File: config.mk
export PLATFORM = sky130hd
export DESIGN_NAME = ebuf_wr_ptr_gen
export DESIGN_NICKNAME = d
export VERILOG_FILES = /design/src/rtl/ebuf_wr_ptr_gen.sv
export SDC_FILE = /design/constraint.sdc
export NUM_CORES = 1
export LEC_CHECK = 0
export ABC_CLOCK_PERIOD_IN_PS = 4700
export CAP_MARGIN = 20
export CORE_UTILIZATION = 30
export CTS_CLUSTER_SIZE = 8
export DETAILED_ROUTE_END_ITERATION = 12
export HOLD_SLACK_MARGIN = 0.06
export PLACE_DENSITY = 0.63
export SLEW_MARGIN = 20
export SYNTH_ARGS = -nofsm -noshare
export SYNTH_HDL_FRONTEND = slang
export SYNTH_SLANG_ARGS = --single-unit
File: constraint.sdc
create_clock -name clk -period 4.7 [get_ports clk]
set_input_delay 0.94 -clock clk [delete_from_list [all_inputs] [get_ports clk]]
set_output_delay 0.94 -clock clk [all_outputs]
set_load 0.03 [all_outputs]
File: src/rtl/ebuf_wr_ptr_gen.sv
// ebuf_wr_ptr_gen: elastic-buffer write pointer, fill level and SKP-drop control; define EBUF_WR_SYNC_EN for an internal 2-flop rd_ptr_gray synchronizer
module ebuf_wr_ptr_gen #(
   parameter int ADDR_WIDTH     = 4,
   parameter int ALMOST_FULL_TH = 12
) (
   input  logic                  clk,
   input  logic                  rst_n,
   input  logic                  wr_en,
   input  logic                  is_skp,
   input  logic [ADDR_WIDTH:0]   rd_ptr_gray,
   output logic                  wr_commit,
   output logic [ADDR_WIDTH-1:0] wr_addr,
   output logic [ADDR_WIDTH:0]   wr_ptr_gray,
   output logic [ADDR_WIDTH:0]   level,
   output logic                  full,
   output logic                  almost_full,
   output logic                  skp_dropped,
   output logic                  overflow
);
   localparam int PW = ADDR_WIDTH + 1;
   logic [PW-1:0] wr_bin, wr_bin_nxt, rd_gray_s, rd_bin;
`ifdef EBUF_WR_SYNC_EN
   logic [PW-1:0] rd_sync1;
   always_ff @(posedge clk or negedge rst_n)
      if (!rst_n) begin
         rd_sync1  <= '0;
         rd_gray_s <= '0;
      end else begin
         rd_sync1  <= rd_ptr_gray;
         rd_gray_s <= rd_sync1;
      end
`else
   assign rd_gray_s = rd_ptr_gray;
`endif
   always_comb begin
      rd_bin = '0;
      for (int i = 0; i < PW; i++) rd_bin[i] = ^(rd_gray_s >> i);
   end
   assign level       = wr_bin - rd_bin;
   assign full        = level == PW'(2 ** ADDR_WIDTH);
   assign almost_full = int'(level) >= ALMOST_FULL_TH;
   assign wr_commit   = wr_en & ~full & ~(is_skp & almost_full);
   assign wr_addr     = wr_bin[ADDR_WIDTH-1:0];
   assign wr_bin_nxt  = wr_bin + PW'(1);
   always_ff @(posedge clk or negedge rst_n)
      if (!rst_n) begin
         wr_bin      <= '0;
         wr_ptr_gray <= '0;
         skp_dropped <= 1'b0;
         overflow    <= 1'b0;
      end else begin
         if (wr_commit) begin
            wr_bin      <= wr_bin_nxt;
            wr_ptr_gray <= wr_bin_nxt ^ (wr_bin_nxt >> 1);
         end
         skp_dropped <= wr_en & is_skp & almost_full & ~full;
         overflow    <= wr_en & full;
      end
endmodule

==> flow_metrics.py, run 1 <==
metrics = {
    "run_status": {
        "status": "completed",
    },
    "sta": {
        "worstMarginPinSlew_ps": 497,
        "max_slew_margin_pct": 66.8,
        "timing.hold.ws_ps": 479,
        "drv_slew": 0,
        "hold_viol": 0,
        "rsz0062_at_grt": "no",
        "period_needed_ps": 4520,
        "skew_ps": 3.20,
        "fmax_mhz": 221,
        "min_period_over_period_pct": 96.2,
        "setup_viol": 0,
        "tns_ps": 0,
    },
    "cells_and_area": {
        "stdcell_count": 163,
        "final_area_sq_um": 1320,
        "final_net_count": 149,
        "final_common_cell": "buf_4",
        "diodes": 0,
        "final_cell_mix": "21 x buf_4, 19 x clkdlybuf4s50_1, 11 x nand2_1, 11 x dfrtp_1, 10 x inv_1",
        "drive_gt1_share_pct": 30.1,
        "area_growth_pct": 63.9,
    },
    "setup_path": {
        "cp_top_family": "XOR/XNOR gates",
        "path_class": "in -> out",
        "ff2ff_setup_slack_ps": 1930,
        "reg2reg_from": "wr_bin[0]",
        "critical_path.max_stage_delay_ps": 390,
        "r2r_end": "wr_bin[4]",
        "cp-end-kind": "primary output",
        "crit_required_ps": 3760,
        "slowest_stage": "fa_2",
        "startpoint_type": "input pin",
        "rr_worst_depth": 10,
        "critPathArrivalTime_ps": 3580,
        "cp_num_buf_inv": 6,
        "crit_chain": "clkbuf_2 > xnor2_2 > xor2_2 > xor2_1 > buf_4 > buf_4 > inv_1 > fa_2 > xor2_2 > and4b_1 > a2111oi_4 > o311ai_2 > inv_1 > buf_6",
        "crit_fanout": 3,
    },
    "die": {
        "die_area_sq_um": 2890,
        "coreArea_sq_um": 2500,
        "ioPinCount": 28,
        "die_width_microns": 53.8,
        "die_h_microns": 53.8,
        "floorplan.initialDensity_pct": 32.2,
        "rows": 18,
    },
    "worst_hold_path": {
        "hold-path-cell-count": 2,
        "hold_end": "wr_ptr_gray[0]",
        "hold_path.startpoint": "wr_ptr_gray[0]",
        "hp-class": "reg -> reg",
    },
    "synthesis": {
        "synth_top_area_share_pct": 34.2,
        "synth_top_cell_by_area": "dfrtp_1",
        "synth_cell_types": 25,
        "synth-seq-area-share_pct": 34.2,
        "syn_nets": 102,
        "ys_ff_latch": 11,
        "synth.avg_cell_area_sq_um": 9.25,
        "syn_inst": 87,
        "synth.area.top_cells": "dfrtp_1 34%, xor2_1 11%, xnor2_1 8.7%",
        "yosysWarnings": 0,
        "syn_area_sq_um": 805,
    },
    "clocking": {
        "clk_path_buf_depth": 2,
        "path_clk_slew_ps": 70,
        "worstSkewPairLatency_ps": 270,
        "cts_tree": "done",
        "numCtsBuffers": 3,
        "cts_hold_buf": 0,
        "root_buffer": "clkbuf_4",
        "htree_levels": 1,
        "clock-sinks": 11,
    },
    "placement": {
        "dpl.hpwl_microns": 1380,
        "portBuffers": 27,
        "dp.cells": 156,
        "dpl_cell_area_sq_um": 1190,
        "globalplace.congestion": 0.767,
    },
    "global_route": {
        "grt_pass1_wl_microns": 3250,
        "overflow": 0,
        "grt_use_total_pct": 15.8,
        "antenna_found_initial": 0,
        "grt_max_degree": 12,
        "grt_pass1_vias": 732,
    },
    "drt": {
        "drt_pass1_iterations": 1,
        "avgRoutedWirePerCell_microns": 12.1,
        "dr.first_iter.drc_count": 0,
        "antenna_left": 0,
        "drc": 0,
        "finalWirelength_microns": 1980,
        "viasPerCell": 4.51,
        "dr_total_vias": 735,
    },
    "job": {
        "cap_viol_max_count": 0,
    },
}
==> logic make-up after synthesis <==
| logic type | Yosys count | synth area share (%) |
|---|---|---|
| adders and majority gates | 6 | 10.3 |
| and+or+nand+nor | 27 | 16.3 |
| buffers and inverters | 12 | 6.53 |
| xor gates and xnor gates | 18 | 19.6 |
| DFF | 11 | 34.2 |
| muxes | 2 | 3.27 |
| AOI/OAI and AO/OA | 11 | 9.80 |
==> worst max path at each step <==
stage / start / to / slack [ps] / cells after the start
2_1_floorplan: rd_ptr_gray[4] / full / 150 / 10
3_3_place_gp: rd_ptr_gray[4] / wr_commit / -760 / 13
3_5_place_dp: rd_ptr_gray[4] / wr_commit / -830 / 14
4_1_cts: rd_ptr_gray[2] / wr_commit / 30 / 13
5_1_grt: rd_ptr_gray[4] / wr_commit / 8 / 14
6_report: rd_ptr_gray[4] / wr_commit / 180 / 14
==> tightest hold or removal path, stage by stage, from the launching register on <==
cell	delay, ps
dfrtp_1	350
nand2_1	40
o21ai_0	60
==> timing repair <==
| action | 4_1_cts | 5_1_grt |
|---|---|---|
| setup endpoints to repair | 4 | 3 |
| pin swaps | 8 | 7 |
| buffers inserted | 2 | 1 |
| resized for setup | 22 | 6 |
==> metrics by stage <==
stage | util [%] | setup slack [ps]
2_1_floorplan | - | 150
3_3_place_gp | 47.7 | -764
3_5_place_dp | 47.7 | -832
4_1_cts | 52.4 | 31.0
5_1_grt | 52.8 | 8.48
6_report | 52.8 | 180
==> metal layers <==
layer  share of wire (%)  GRT usage (%)
met5                   0              0
met4                 1.7           5.26
met3                 3.9           3.67
met2                  52           25.9
met1                  42           20.2
==> synthesized netlist by cell type <==
cell type / instances
dfrtp_1: 11
nand2_1: 11
inv_1: 10
xor2_1: 10
xnor2_1: 8
ha_1: 5
nor2_1: 4
o21ai_0: 4
and2_1: 3
nor3_1: 3
a2111oi_0: 2
a21oi_1: 2
nand3_1: 2
a2111oi_2: 1
a21o_1: 1
and4b_1: 1
buf_6: 1
clkbuf_1: 1
fa_1: 1
mux2_2: 1
mux2_4: 1
nand2b_1: 1
nand3b_1: 1
nor3b_1: 1
o311ai_1: 1
==> flip-flops by register name (all words and copies together), names as in the netlist <==
name,flops
wr_ptr_gray,4
skp_dropped,1
overflow,1
wr_bin,5
==> area by class of cell <==
class	instances	area (sq um)
Fill cell	225	1180
Multi-Input combinational cell	64	561
Timing Repair Buffer	44	382
Sequential cell	11	275
Inverter	10	37.5
Tap cell	30	37.5
Clock buffer	4	26.3
Power of run 1 is not shown: default switching activity piles up to over one toggle a cycle in this logic, so the estimate is an artifact.
==> inputs of run 2 (changes only) <==
- CORE_UTILIZATION: 30 -> 44
- CTS_CLUSTER_SIZE: 8 -> 14
- PLACE_DENSITY: 0.63 -> 0.84
==> flow_metrics.py, run 2 (synthesis results as in run 1) <==
metrics = {
    "cells_and_area": {
        "multi_input_area_sq_um": 579,
        "diodes": 0,
        "reg.largest.list": "wr_bin: 5 flops, wr_ptr_gray: 4 flops",
        "largest_register": "wr_bin",
        "final_net_count": 150,
        "final_common_cell": "buf_4",
        "drive_gt1_share_pct": 30.6,
        "nFillCells": 116,
        "final_cell_mix": "21 x buf_4, 19 x clkdlybuf4s50_1, 11 x nand2_1, 11 x dfrtp_1, 10 x inv_1",
        "final_area_sq_um": 1350,
        "ff_latch_area_sq_um": 275,
        "largest_reg_flops": 5,
        "area_growth_pct": 67.8,
    },
    "sta": {
        "worstMarginPinSlew_ps": 487,
        "max_slew_margin_pct": 67.4,
        "fmax_mhz": 214,
        "skew_ps": 3.03,
        "rsz0062_at_grt": "yes",
        "min_period_over_period_pct": 99.6,
        "setup_viol": 0,
        "hold_viol": 0,
        "drv_slew": 0,
        "period_needed_ps": 4680,
    },
    "clocking": {
        "cts_hold_buf": 0,
        "htree_levels": 1,
        "root_buffer": "clkbuf_4",
        "numCtsBuffers": 3,
        "path_clk_slew_ps": 70,
        "cts_tree": "done",
        "clk_path_buf_depth": 2,
        "clock-sinks": 11,
        "worstSkewPairLatency_ps": 280,
    },
    "setup_path": {
        "startpoint_type": "input pin",
        "critPathArrivalTime_ps": 3740,
        "crit_required_ps": 3760,
        "path_class": "in -> out",
        "crit_fanout": 2,
        "cp-end-kind": "primary output",
    },
    "global_route": {
        "grt_use_total_pct": 23.8,
        "grt_pass1_vias": 731,
        "grt_max_degree": 12,
        "grt_pass1_wl_microns": 3330,
        "overflow": 0,
        "antenna_found_initial": 0,
    },
    "drt": {
        "drc": 0,
        "avgRoutedWirePerCell_microns": 15.5,
        "drt_pass1_iterations": 4,
        "dr.first_iter.drc_count": 14,
        "antenna_left": 0,
        "dr_total_vias": 807,
        "viasPerCell": 5.08,
        "finalWirelength_microns": 2470,
    },
    "die": {
        "ioPinCount": 28,
        "coreArea_sq_um": 1730,
        "rows": 15,
        "die_width_microns": 44.8,
        "die_area_sq_um": 2000,
        "floorplan.initialDensity_pct": 46.6,
        "die_h_microns": 44.8,
    },
    "worst_hold_path": {
        "hp-class": "reg -> reg",
    },
    "run_status": {
        "status": "completed",
    },
    "placement": {
        "dpl.hpwl_microns": 1430,
        "globalplace.congestion": 0.859,
        "dpl_cell_area_sq_um": 1190,
        "portBuffers": 27,
    },
    "job": {
        "cap_viol_max_count": 0,
    },
}
## run 2: routing by layer
layer	part of all wire [%]	vias up	GRT usage [%]	routed length [microns]
li1	-	381	-	-
met2	56	26	41.8	1380
met3	3.2	6	4.80	79
met4	1.7	0	10.3	42
met1	39	394	28.0	969
met5	0	-	0	0
## run 2: cell type report
| cell class | instances | share of cell area [%] |
|---|---|---|
| inverter | 10 | 2.78 |
| timing repair buffer | 45 | 29.7 |
| tap | 25 | 2.32 |
| clock buffer | 4 | 1.95 |
| sequential | 11 | 20.4 |
| multi-input combinational | 64 | 42.9 |
## run 2: timing repair
item / 4_1_cts / 5_1_grt
hold endpoints to repair: 0 / 0
pin swaps: 7 / 7
setup endpoints to repair: 6 / 3
gates resized for setup: 22 / 6
buffers inserted: 2 / 2
cloned: 0 / 0
## run 2: worst max-delay path, stage by stage
cell	delay, ps
dlygate4sd2_1	270
xnor2_2	260
xor2_2	230
xor2_2	200
xnor2_1	90
ha_2	190
fa_2	370
nand2b_4	180
a21o_1	210
xor2_1	180
o311ai_2	350
inv_1	110
buf_6	150
## run 2: final timing paths
path	from	endpoint	slack, ps	depth (start not counted)
setup / recovery	rd_ptr_gray[4]	wr_commit	20	13
hold / removal	wr_ptr_gray[1]	wr_ptr_gray[1]	490	2
setup reg to reg	wr_bin[0]	wr_bin[4]	1700	12
hold reg to reg	wr_ptr_gray[1]	wr_ptr_gray[1]	490	2
max in group asynchronous	rst_n	wr_ptr_gray[3]	3380	1
min in group asynchronous	rst_n	wr_bin[0]	990	1
## run 2: per-stage QoR
stage          utilization, %  hold slack, ps  TNS [ps]  setup WS (ps)  cells
2_1_floorplan               -             644         0            150     87
3_3_place_gp             68.7             460      -858           -712    151
3_5_place_dp             68.7             474     -1120           -815    151
4_1_cts                  75.5             490         0           13.0    157
5_1_grt                  78.2             521      -173           -138    159
6_report                 78.2             486         0           17.7    159
Power of run 2 is left out for the same reason.
==> RTL change 1: new RTL, flow settings as in run 1 <==
The parameter `ADDR_WIDTH` goes from 4 to 3.
--- a/src/rtl/ebuf_wr_ptr_gen.sv
+++ b/src/rtl/ebuf_wr_ptr_gen.sv
@@ -1,6 +1,6 @@
 // ebuf_wr_ptr_gen: elastic-buffer write pointer, fill level and SKP-drop control; define EBUF_WR_SYNC_EN for an internal 2-flop rd_ptr_gray synchronizer
 module ebuf_wr_ptr_gen #(
-   parameter int ADDR_WIDTH     = 4,
+   parameter int ADDR_WIDTH     = 3,
    parameter int ALMOST_FULL_TH = 12
 ) (
    input  logic                  clk,
Interface: changed (resized level, rd_ptr_gray, wr_addr and wr_ptr_gray); port bits go from 28 to 24. No check against the original RTL was run, so the function may have changed too.
==> RTL change 1 against run 1 <==
  * Wire length is 23% lower
  * Worst hold slack better by 0.028 ns
  * Critical path depth down 3
  * Setup slack better by 0.011 ns
  * Cell count decreased by 23%
  * Design area shrank 23%
  * Maximum frequency is 0.25% higher
  * Area after synthesis fell by 18%
  * Sequential cell count fell by 2
  * Via count is 23% lower
Power is left out: the tool's default activity adds up to more than one toggle a clock period on the data nets, which glitch-free logic cannot reach.
==> RTL change 1: results <==
{
  "synth.area.top_cells": "dfrtp_1 34%, xnor2_1 12%, ha_1 7.6%, mux2_2 6.8%, nor2b_1 4.7%",
  "worst_slew_pin_slew_ns": 0.406,
  "crit_start": "rd_ptr_gray[3]",
  "grt_util_met3": 0.0498,
  "met2_usage": 0.227,
  "rr_endpoint": "wr_bin[1]$_DFFE_PN0P_",
  "outcome": "finished, final reports clean",
  "cp_max_fo": 4,
  "hold_path_end": "wr_ptr_gray[2]$_DFFE_PN0P_",
  "dp_cells": 120,
  "synth_cells": 65,
  "min-delay-start": "wr_ptr_gray[2]$_DFFE_PN0P_",
  "ff2ff_path_depth": 9,
  "track_usage": 0.145,
  "met3_length_um": 74,
  "grtUsageMet1": 0.174,
  "drt_iter0_drc": 2,
  "first_pass_iters": 3,
  "hold_ws_ns": 0.507,
  "via_per_inst": 4.55,
  "synth-xor-area-share": 0.159,
  "synth-compound-area-share": 0.110,
  "io_buffers": 23,
  "wl_met2_um": 728,
  "placed_area_um2": 958,
  "synth-adder-area-share": 0.106,
  "place_hpwl_mm": 1.17,
  "grt_pass1_wl_mm": 2.53,
  "drive_above_1_share": 0.224
}
-- RTL change 1: cell types whose count changed after synthesis, sizes merged, moves of 2 or more --
cell     before  now
inv          10    6
a221o         0    3
nor2b         0    5
nand2        11    6
xor2         10    3
nand3         2    0
o21ai         4    0
a2111oi       3    0
mux2          2    5
dfrtp        11    9
and2          3    1
-- RTL change 1: timing repair --
item / in CTS / in global routing
hold buffers: 0 / 0
gates resized for setup: 1 / 4
pin swaps: 0 / 3
buffers inserted: 0 / 1
endpoints found under the setup margin: 1 / 3
endpoints found under the hold margin: 0 / 0
-- RTL change 1: final cells by class --
type                            count  area share
Multi-Input combinational cell     50       0.430
Inverter                            6      0.0221
Timing Repair Buffer               29       0.268
Tap cell                           27      0.0331
Sequential cell                     9       0.221
Clock buffer                        4      0.0257
==> RTL change 2: new RTL, flow settings as in run 1 <==
Without the edit above. Remove the register `overflow`: a continuous assignment takes its place, so the output `overflow` follows one clock earlier.
--- a/src/rtl/ebuf_wr_ptr_gen.sv
+++ b/src/rtl/ebuf_wr_ptr_gen.sv
@@ -47,14 +47,14 @@
          wr_bin      <= '0;
          wr_ptr_gray <= '0;
          skp_dropped <= 1'b0;
-         overflow    <= 1'b0;
       end else begin
          if (wr_commit) begin
             wr_bin      <= wr_bin_nxt;
             wr_ptr_gray <= wr_bin_nxt ^ (wr_bin_nxt >> 1);
          end
          skp_dropped <= wr_en & is_skp & almost_full & ~full;
-         overflow    <= wr_en & full;
       end
+
+   assign overflow = wr_en & full;
 endmodule
 
Function: changed (Yosys sat finds a counterexample within 4 cycles, from zero or initial values and one cycle with rst_n low).
==> RTL change 2 against run 1 <==
  * Wire length rose by 3.9%
  * Maximum frequency fell by 0.53%
  * Clock skew rose by 0.00059 ns
  * Sequential cell count fell by 1
  * Critical path depth did not move
  * Synthesized cell count fell by 1.1%
  * Area after synthesis fell by 3.1%
  * Design area rose by 5.4%
  * Cell count rose by 4.3%
  * Core utilization rose by 3.9 points
  * Setup slack got worse by 0.024 ns
  * Critical path type unchanged
  * Critical endpoint unchanged
  * Highest routed layer unchanged
Power is not shown: default switching activity piles up to over one toggle a cycle in this logic, so the estimate is an artifact.
==> RTL change 2: results <==
{
  "grtUsageMet1": 0.196,
  "arrival_ns": 3.60,
  "synthMuxAreaShare": 0.0337,
  "met1Wirelength_um": 896,
  "syn_nets": 101,
  "track_usage": 0.159,
  "grt_pass1_wl_mm": 3.23,
  "met2_usage": 0.285,
  "placed_area_mm2": 0.00116,
  "outcome": "finished, final reports clean",
  "crit_start": "rd_ptr_gray[3]",
  "synth_common_cells": "11 x nand2_1, 10 x dfrtp_1, 10 x inv_1, 10 x xor2_1, 8 x xnor2_1",
  "grt_pass1_vias": 761,
  "final_nets": 157,
  "r2r_slack_ns": 1.22,
  "place_hpwl_mm": 1.46,
  "routed_wl_mm": 2.06,
  "met3_length_um": 47,
  "dpl_worst_slack_ns": -0.437,
  "top_regs": "wr_bin x5, wr_ptr_gray x4, skp_dropped x1",
  "finClkSkew_ns": 0.00380,
  "synth.area.top_cells": "dfrtp_1 32%, xor2_1 11%, xnor2_1 9.0%, ha_1 8.0%, nand2_1 5.3%",
  "wl_met2_mm": 1.07,
  "synth-xor-area-share": 0.202,
  "dr_total_vias": 789,
  "synth-compound-area-share": 0.101
}
## RTL change 2: cell count changes in the layout (fill, tap and decap cells not counted), sizes merged
cell / before / now
buf: 22 / 32
clkbuf: 6 / 4
clkdlybuf4s15: 0 / 1
clkdlybuf4s50: 19 / 18
dfrtp: 11 / 10
## RTL change 2: final timing paths
kind | end | depth (start not counted)
worst max-delay path | wr_commit | 14
worst min-delay path | wr_ptr_gray[1]$_DFFE_PN0P_ | 2
worst max register to register | wr_ptr_gray[3]$_DFFE_PN0P_ | 17
worst min register to register | wr_ptr_gray[1]$_DFFE_PN0P_ | 2
max in group asynchronous | wr_bin[0]$_DFFE_PN0P_ | 1
min in group asynchronous | wr_ptr_gray[2]$_DFFE_PN0P_ | 1
## RTL change 2: cell type report
type	instances	area (µm²)	area share
Tap cell	30	37.5	0.0270
Clock buffer	3	22.5	0.0162
Timing Repair Buffer	53	459	0.330
Sequential cell	10	250	0.180
Inverter	10	37.5	0.0270
Multi-Input combinational cell	64	583	0.419
